File: src/rtl/fifo_write_arbiter.sv
// fifo_write_arbiter
// Round-robin arbiter that shares the single write port of the event FIFO
// between NUM_CHANNELS word builders. A winning channel's word is
// registered, written with a one-cycle active-low strobe, acknowledged
// with a matching one-cycle ack pulse, and then one idle SETTLE cycle
// gives the FIFO time to update its full flag before the next arbitration.
//
// Ports:
//   clk, reset    core clock, synchronous active-high reset
//   ch_req        per-channel request (held with stable data until acked)
//   ch_data       flattened channel words, channel k at [k*FIFO_WIDTH +: FIFO_WIDTH]
//   ch_mask       per-channel enable; masked requests are ignored
//   ch_ack        one-hot, one-cycle pulse coinciding with the write strobe
//   fifo_full     FIFO full flag, sampled only while IDLE
//   fifo_data_in  registered word to the FIFO
//   fifo_write_n  active-low write strobe, one cycle per word
//   grant_id      index of the channel currently or last granted
//   busy          high whenever the FSM is not IDLE
//   stall_count   saturating count of IDLE cycles blocked by fifo_full
module fifo_write_arbiter #(
  parameter int NUM_CHANNELS = 8,
  parameter int FIFO_WIDTH   = 63,
  parameter int CH_BITS      = $clog2(NUM_CHANNELS)
) (
  input  logic                               clk,
  input  logic                               reset,
  input  logic [NUM_CHANNELS-1:0]            ch_req,
  input  logic [NUM_CHANNELS*FIFO_WIDTH-1:0] ch_data,
  input  logic [NUM_CHANNELS-1:0]            ch_mask,
  output logic [NUM_CHANNELS-1:0]            ch_ack,
  input  logic                               fifo_full,
  output logic [FIFO_WIDTH-1:0]              fifo_data_in,
  output logic                               fifo_write_n,
  output logic [CH_BITS-1:0]                 grant_id,
  output logic                               busy,
  output logic [15:0]                        stall_count
);

  localparam logic [1:0] IDLE   = 2'd0;
  localparam logic [1:0] WRITE  = 2'd1;
  localparam logic [1:0] SETTLE = 2'd2;

  localparam logic [CH_BITS-1:0] LAST_CH = CH_BITS'(NUM_CHANNELS - 1);

  logic [1:0]              state_q, state_d;
  logic                    write_n_q, write_n_d;
  logic [NUM_CHANNELS-1:0] ack_q, ack_d;
  logic [FIFO_WIDTH-1:0]   data_q, data_d;
  logic [CH_BITS-1:0]      grant_q, grant_d;
  logic [CH_BITS-1:0]      last_grant_q, last_grant_d;
  logic                    busy_q, busy_d;
  logic [15:0]             stall_q, stall_d;

  logic [NUM_CHANNELS-1:0] elig;
  logic                    found;
  logic [CH_BITS-1:0]      winner;

  // Unflatten the channel words so the winner can be selected by index.
  logic [FIFO_WIDTH-1:0] ch_word [NUM_CHANNELS];

  genvar gi;
  generate
    for (gi = 0; gi < NUM_CHANNELS; gi++) begin : g_unpack
      assign ch_word[gi] = ch_data[gi*FIFO_WIDTH +: FIFO_WIDTH];
    end
  endgenerate

  assign elig = ch_req & ch_mask;

  // Rotating priority without modulo arithmetic: the first pass looks only
  // above last_grant; if nothing is found there, the second pass takes the
  // lowest eligible channel, which completes the wrap-around search.
  always_comb begin
    found  = 1'b0;
    winner = '0;
    for (int j = 0; j < NUM_CHANNELS; j++) begin
      if (!found && elig[j] && (CH_BITS'(j) > last_grant_q)) begin
        found  = 1'b1;
        winner = CH_BITS'(j);
      end
    end
    for (int j = 0; j < NUM_CHANNELS; j++) begin
      if (!found && elig[j]) begin
        found  = 1'b1;
        winner = CH_BITS'(j);
      end
    end
  end

  always_comb begin
    state_d      = state_q;
    write_n_d    = 1'b1;
    ack_d        = '0;
    data_d       = data_q;
    grant_d      = grant_q;
    last_grant_d = last_grant_q;
    stall_d      = stall_q;
    case (state_q)
      IDLE: begin
        if (found) begin
          if (!fifo_full) begin
            // Strobe and ack are loaded here so they are both asserted
            // for exactly the WRITE cycle.
            state_d       = WRITE;
            grant_d       = winner;
            last_grant_d  = winner;
            data_d        = ch_word[winner];
            write_n_d     = 1'b0;
            ack_d[winner] = 1'b1;
          end else if (stall_q != 16'hFFFF) begin
            stall_d = stall_q + 16'd1;
          end
        end
      end
      // The grant is committed: requester or mask changes are ignored here.
      WRITE:   state_d = SETTLE;
      SETTLE:  state_d = IDLE;
      default: state_d = IDLE;
    endcase
    busy_d = (state_d != IDLE);
  end

  always_ff @(posedge clk) begin
    if (reset) begin
      state_q      <= IDLE;
      write_n_q    <= 1'b1;
      ack_q        <= '0;
      data_q       <= '0;
      grant_q      <= '0;
      last_grant_q <= LAST_CH;
      busy_q       <= 1'b0;
      stall_q      <= '0;
    end else begin
      state_q      <= state_d;
      write_n_q    <= write_n_d;
      ack_q        <= ack_d;
      data_q       <= data_d;
      grant_q      <= grant_d;
      last_grant_q <= last_grant_d;
      busy_q       <= busy_d;
      stall_q      <= stall_d;
    end
  end

  assign ch_ack       = ack_q;
  assign fifo_data_in = data_q;
  assign fifo_write_n = write_n_q;
  assign grant_id     = grant_q;
  assign busy         = busy_q;
  assign stall_count  = stall_q;

endmodule

File: config.mk
export PLATFORM = sky130hd
export DESIGN_NAME = fifo_write_arbiter
export DESIGN_NICKNAME = d
export VERILOG_FILES = /design/src/rtl/fifo_write_arbiter.sv
export SDC_FILE = /design/constraint.sdc
export NUM_CORES = 1
export LEC_CHECK = 0
export BUFFER_PORTS_ARGS = -buffer_cell sky130_fd_sc_hd__buf_2
export CORE_AREA = 5 5 235 237
export CTS_BUF_LIST = sky130_fd_sc_hd__clkbuf_8
export CTS_CLUSTER_DIAMETER = 30
export CTS_CLUSTER_SIZE = 10
export DETAILED_ROUTE_END_ITERATION = 12
export DIE_AREA = 0 0 240 242
export GPL_TIMING_DRIVEN = 0
export PLACE_DENSITY_LB_ADDON = 0.1
export SYNTH_ARGS = -nofsm -noshare
export SYNTH_HDL_FRONTEND = slang
export SYNTH_SLANG_ARGS = --single-unit
File: constraint.sdc
create_clock -name clk -period 5.3 [get_ports clk]
set_input_delay 0.53 -clock clk [delete_from_list [all_inputs] [get_ports clk]]
set_output_delay 0.53 -clock clk [all_outputs]
set_load 0.02 [all_outputs]
# [Word-level counts from Yosys, hierarchy flattened]
# Index checks and enable logic that the tools add are counted.
[op_classes] add_sub_neg=1 multipliers=0 n_div=0 order_cmp=11 eq_ne=2 shift=0 muxes=40 n_bitwise=5 n_reduce_logical=45
[ops] op="binary-select mux 63 bit (select 3 bit)" n=1
[ops] op="two-way mux 63 bit" n=2
[ops] op="two-way mux 3 bit" n=14
[ops] op="logical AND 1 bit" n=24
[ops] op="two-way mux 1 bit" n=19
[ops] op="adder 16 x 1 -> 16 bit (second input constant)" n=1
[ops] op="!= test 16 bit (second input constant)" n=1
[ops] op="zero test 1 bit" n=15
[ops] op="greater-than comparator 3 bit (first input constant)" n=4
[ops] op="bitwise AND 8 bit" n=1
[ops] op="greater-than comparator 1 x 3 -> 1 bit (first input constant)" n=2
[ops] op="greater-than comparator 2 x 3 -> 1 bit (first input constant)" n=2
[ops] op=">= comparator 4 bit (second input constant)" n=1
[ops] op="less-than comparator 3 x 4 -> 1 bit (second input constant)" n=1
[ops] op="two-way mux 2 bit" n=2
[ops] op="inverter 3 -> 4 bit" n=1
[ops] op="case mux 2 bit (2 select lines)" n=1
[ops] op="AND reduction 4 bit" n=1
[ops] op="OR reduction 4 bit" n=1
[ops] op="demux 1 bit (select 3 bit)" n=1
[ops] op=">= comparator 3 x 1 -> 1 bit (second input constant)" n=1
[ops] op="inverter 1 bit" n=3
[ops] op="AND reduction 3 bit" n=1
[ops] op="OR reduction 3 bit" n=1
[ops] op="other kinds (3)" n=3
[word_totals] register_bits=97 latchBits=0 ramBits=0 rom_bits=0 inputBits=523 output_inout_bits=92 elab_cells=112 n_memories=0

# [Logic depth before layout (Yosys ltp)]
[depth] ltp_word=59 ltp_mapped=11 ltp_nobuf=7

# [Worst setup path before layout]
# OpenSTA, ideal clock, no wires.
[synth_timing] path_type="input-to-reg" from="input port ch_req[5]" to="register data_q[54], in the netlist fifo_data_in[54]" setup_time_ns=0.145 arrival_time_ns=2.298 required_ns=5.155 path_slack_ns=2.857 cell_stages=9 path_buffers=2 cell_sequence="a22oi_2 > or3b_2 > nor3_2 > a21oi_2 > nor3b_2 > buf_2 > buf_2 > o21bai_1 > a41oi_1"
[synth_via] elab_chain_cells=40 elab_cells_between_ends=52 classes_between="25 x mux; 2 x bitwise; 25 x reduce/logical"
[synth_lines] element="from (decl)" line="27" source="input logic [NUM_CHANNELS-1:0] ch_req,"
[synth_lines] element="bitwise AND 8 bit (*)" line="68" source="assign elig = ch_req & ch_mask;"
[synth_lines] element="logical AND 1 bit (2 in a row)" line="77" source="if (!found && elig[j] && (CH_BITS'(j) > last_grant_q)) begin"
[synth_lines] element="two-way mux 1 bit" line="77"
[synth_lines] element="zero test 1 bit" line="77"
[synth_lines] element="logical AND 1 bit (2 in a row)" line="77"
[synth_lines] element="two-way mux 1 bit" line="77"
[synth_lines] element="zero test 1 bit" line="77"
[synth_lines] element="logical AND 1 bit (2 in a row)" line="77"
[synth_lines] element="[... 20 more ...]"
[synth_lines] element="logical AND 1 bit" line="83" source="if (!found && elig[j]) begin"
[synth_lines] element="two-way mux 1 bit" line="83"
[synth_lines] element="zero test 1 bit" line="83"
[synth_lines] element="logical AND 1 bit" line="83"
[synth_lines] element="two-way mux 3 bit" line="83"
[synth_lines] element="inverter 3 -> 4 bit (implied by the code)" line="107" source="data_d = ch_word[winner];"
[synth_lines] element="binary-select mux 63 bit (select 3 bit)" line="107"
[synth_lines] element="two-way mux 63 bit (implied by the code) (2 in a row)" line="107"
[synth_lines] element="to (signal assigned)" line="137" source="data_q <= data_d;"
[synth_lines] element="to (decl)" line="48" source="logic [FIFO_WIDTH-1:0] data_q, data_d;"
# Every way passes the cells marked *; elsewhere a longest branch is shown, timed or not. The select of a mux whose other input is x is not followed.
# A chain may end at the register's enable or synchronous reset.

# [Worst setup path after layout]
[layout_timing] from="register last_grant_q[2]" to="register data_q[27], in the netlist fifo_data_in[27]"
[layout_via] elab_chain_cells=59 elab_cells_between_ends=82 classes_between="8 x order compare; 34 x mux; 1 x bitwise; 39 x reduce/logical"
[layout_lines] element="from (decl)" line="50" source="logic [CH_BITS-1:0] last_grant_q, last_grant_d;"
[layout_lines] element="from (signal assigned)" line="139" source="last_grant_q <= last_grant_d;"
[layout_lines] element="greater-than comparator 1 x 3 -> 1 bit" line="77"
[layout_lines] element="logical AND 1 bit" line="77"
[layout_lines] element="two-way mux 1 bit" line="77"
[layout_lines] element="zero test 1 bit" line="77"
[layout_lines] element="logical AND 1 bit (2 in a row)" line="77"
[layout_lines] element="two-way mux 1 bit" line="77"
[layout_lines] element="zero test 1 bit" line="77"
[layout_lines] element="logical AND 1 bit (2 in a row)" line="77"
[layout_lines] element="[... 40 more ...]"
[layout_lines] element="logical AND 1 bit" line="83"
[layout_lines] element="two-way mux 1 bit" line="83"
[layout_lines] element="zero test 1 bit" line="83"
[layout_lines] element="logical AND 1 bit" line="83"
[layout_lines] element="two-way mux 3 bit" line="83"
[layout_lines] element="inverter 3 -> 4 bit (implied by the code)" line="107"
[layout_lines] element="binary-select mux 63 bit (select 3 bit)" line="107"
[layout_lines] element="two-way mux 63 bit (implied by the code) (2 in a row)" line="107"
# Parallel ways exist; a longest one is shown, timed or not. The select of a mux whose other input is x is not followed.

==> out/summary.txt <==
Critical Path End Type -> flip-flop
Post-synthesis sequential area ratio -> 21.6%
Vias per cell -> 5.08
Core outline area -> 53100 sq um
Critical Path Source Type -> flip-flop
Period utilisation layout -> 75.3%
Area leader, netlist -> dfxtp_1
Worst setup margin -> 1.31 ns
Die Y -> 242 um
Worst path bufs/invs -> 3
Clock latency on the worst-skew pair -> 0.45 ns
Drt pass-1 iters -> 5
Data required, critical path -> 5.60 ns
Dominant synthesized flop cell -> dfxtp_1
Worst vdd rail ir drop -> 0.116 mV
RSZ-0062 raised after global routing -> false
Final number of setup-violating endpoints -> 0
Post-place setup slack -> 1.03 ns
Area Growth Syn to Fin -> 46.3%
Nets -> 2372
Layout cells sized above 1 -> 36.3%
Clk slew on worst S/H paths -> 0.11 ns
Initial antenna violation count -> 25
Die area -> 58100 sq um
CTS buffer count -> 9
Overflow after GRT -> 0
Post-DRT Antenna Nets -> 0
# fillers -> 6163
Fin Clk Skew -> 0.0148 ns
FMAX -> 251 MHz
Tightest Pin Transition -> 1.22 ns
Syn_nets -> 1748
Via Count -> 13000
Status -> completed
Ys async rst share -> 0%
MaxCap Viol Count -> 0
Root Buffer -> clkbuf_8
Total setup buffers inserted after CTS -> 0
Final GP Congestion -> 0.962
Syn. warnings -> 0
CTS max path bufs -> 2
WS Path Type -> flip-flop to flip-flop
Final min period -> 3.99 ns
Gates resized, CTS repair -> 0
Hold Violations, Final -> 0
Hold Path Class -> input port to flip-flop
Fin Hold WS -> 0.470 ns
Avg Synthesized Cell Area -> 7.35 sq um
Mapped cell area -> 8990 sq um
DR WL/cell -> 27.6 um
First-pass GRT wire length -> 97.7 mm
Largest net degree at the start of global routing -> 17
Overall routing resource usage -> 23.0%
Num rows -> 85
Length of routed wiring on met1 -> 28.8 mm
DR DRC count -> 0
Max layer used -> met5
CTS HTree Levels -> 3
Leading cell type in the layout, fill and taps excluded -> buf_2
Fin Setup TNS -> 0 ns
Worst EP arrival -> 4.29 ns
WL met3 -> 4.58 mm
Slowest cell on the critical path -> clkbuf_1
Starting Density -> 16.9%
Pwr Density -> 258 nW/um^2
Initial drt markers -> 805
IO buf count -> 613
Slew Viols, Final -> 0
Num ports -> 615
Gate count after technology mapping -> 1224
Top-area cell type share of the netlist area -> 21.6%
Hold-fix buffers, CTS -> 0
Metal2 WL -> 36.1 mm
Top cells by area, synth -> dfxtp_1, and3_1, a311o_1
Leakage power -> 6.13 nW
Crit path max-delay family -> compound AO/OA/AOI/OAI gates
CTS sink cnt -> 97
Commonest cells after routing, fill and taps aside -> buf_2, nand2_1, and3_1
DIE WIDTH -> 240 um
CP Max Fanout -> 10
CP max stage delay -> 0.97 ns
Vias in the first global route -> 13400
Post-synthesis cell type count -> 60
Final Routed Wirelength -> 70.6 mm
Most frequent cell on the critical path -> clkbuf_1
Slew margin rel. -> 18.4%
Number of synthesized flops with an enable pin -> 0
TritonCTS clock tree -> yes
CP cell instances -> buf_4 -> nand3_1 -> a22o_1 -> o211ai_2 -> clkbuf_1 -> clkbuf_1 -> a21boi_0 -> o21ai_0 -> a41oi_1
Seq cells post-synth -> 97
DP Wirelength -> 58.1 mm
==> cell type report <==
type	count	area, sq um	share of cell area (%)
Timing Repair Buffer	613	3070	23.3
Inverter	1	3.75	0.0285
Multi-Input combinational cell	974	6370	48.4
Clock buffer	9	124	0.942
Sequential cell	97	1940	14.8
Clock inverter	6	66.3	0.504
Buffer	152	682	5.18
Tap cell	696	871	6.62
Antenna cell	13	32.5	0.247
==> worst reg2reg max path, stage by stage, from the launching register on <==
cell	delay [ns]
dfxtp_1	0.37
buf_4	0.18
nand3_1	0.14
a22o_1	0.31
o211ai_2	0.79
clkbuf_1	0.97
clkbuf_1	0.37
a21boi_0	0.15
o21ai_0	0.38
a41oi_1	0.19
==> per-stage QoR <==
stage	cell area (sq um)	instances	total power (W)	util, %
floorplan	8990	1224	0.00197	-
global placement	12900	2533	0.00287	24.4
detailed placement	12900	2533	0.00287	24.4
CTS	13100	2548	0.00344	24.7
global route	13100	2552	0.00361	24.7
finish	13200	2561	0.00340	24.8
==> cells in the mapped netlist, types with 2 or more instances <==
cell type    n
a21boi_0    63
a21o_1      63
a21oi_1      5
a221oi_1    64
a22o_1       4
a311o_1     63
a41oi_1     63
and2_1       5
and3_1     131
and4_1       6
buf_1        7
buf_2       14
buf_4        5
buf_6       10
clkbuf_1   116
dfxtp_1     97
nand2_1    143
nand2_2      2
nand3_1     70
nand4_1     12
nor2_1      27
nor2b_1      2
nor3_1       7
nor3_2       2
nor3b_1      2
o21ai_0    120
o21ai_1     10
o21bai_1    65
or4_1        2
xnor2_1      2
xor2_1      13
==> final timing paths <==
check	startpoint	to	slack (ns)	cells after the start
min	ch_data[260]	fifo_data_in[8]	0.47	4
min reg2reg	grant_id[2]	grant_id[2]	0.47	2
max	last_grant_q[2]	fifo_data_in[27]	1.31	9
max reg2reg	last_grant_q[2]	fifo_data_in[27]	1.31	9
==> power by group <==
part / internal, W / switching [W] / total (W)
Combinational: 0.000719 / 0.00127 / 0.00199
Sequential: 0.000809 / 0.0000510 / 0.000860
Clock: 0.000219 / 0.000333 / 0.000552
==> state kept, by name, summed over array words and instances (netlist names) <==
signal,cells
fifo_data_in,63
stall_count,16
ch_ack,8
grant_id,3
last_grant_q,3
state_q,2
busy,1
fifo_write_n,1
==> kinds of logic after synthesis <==
logic type               share of synthesized area, %
multiplexers                                    0.111
flip-flops                                       21.6
AND/OR/NAND/NOR                                  24.0
XOR/XNOR                                         1.46
adder cells (fa/ha/maj)                         0.139
AO/OA/AOI/OAI                                    45.1
buffers and inverters                            7.62
==> per-layer routing <==
metal | vias to the layer above | GRT usage, %
li1 | 6023 | -
met1 | 6397 | 27.9
met2 | 492 | 41.5
met3 | 65 | 5.45
met4 | 24 | 3.91
met5 | - | 0
Note: power is estimated with default switching activity, not from simulation.
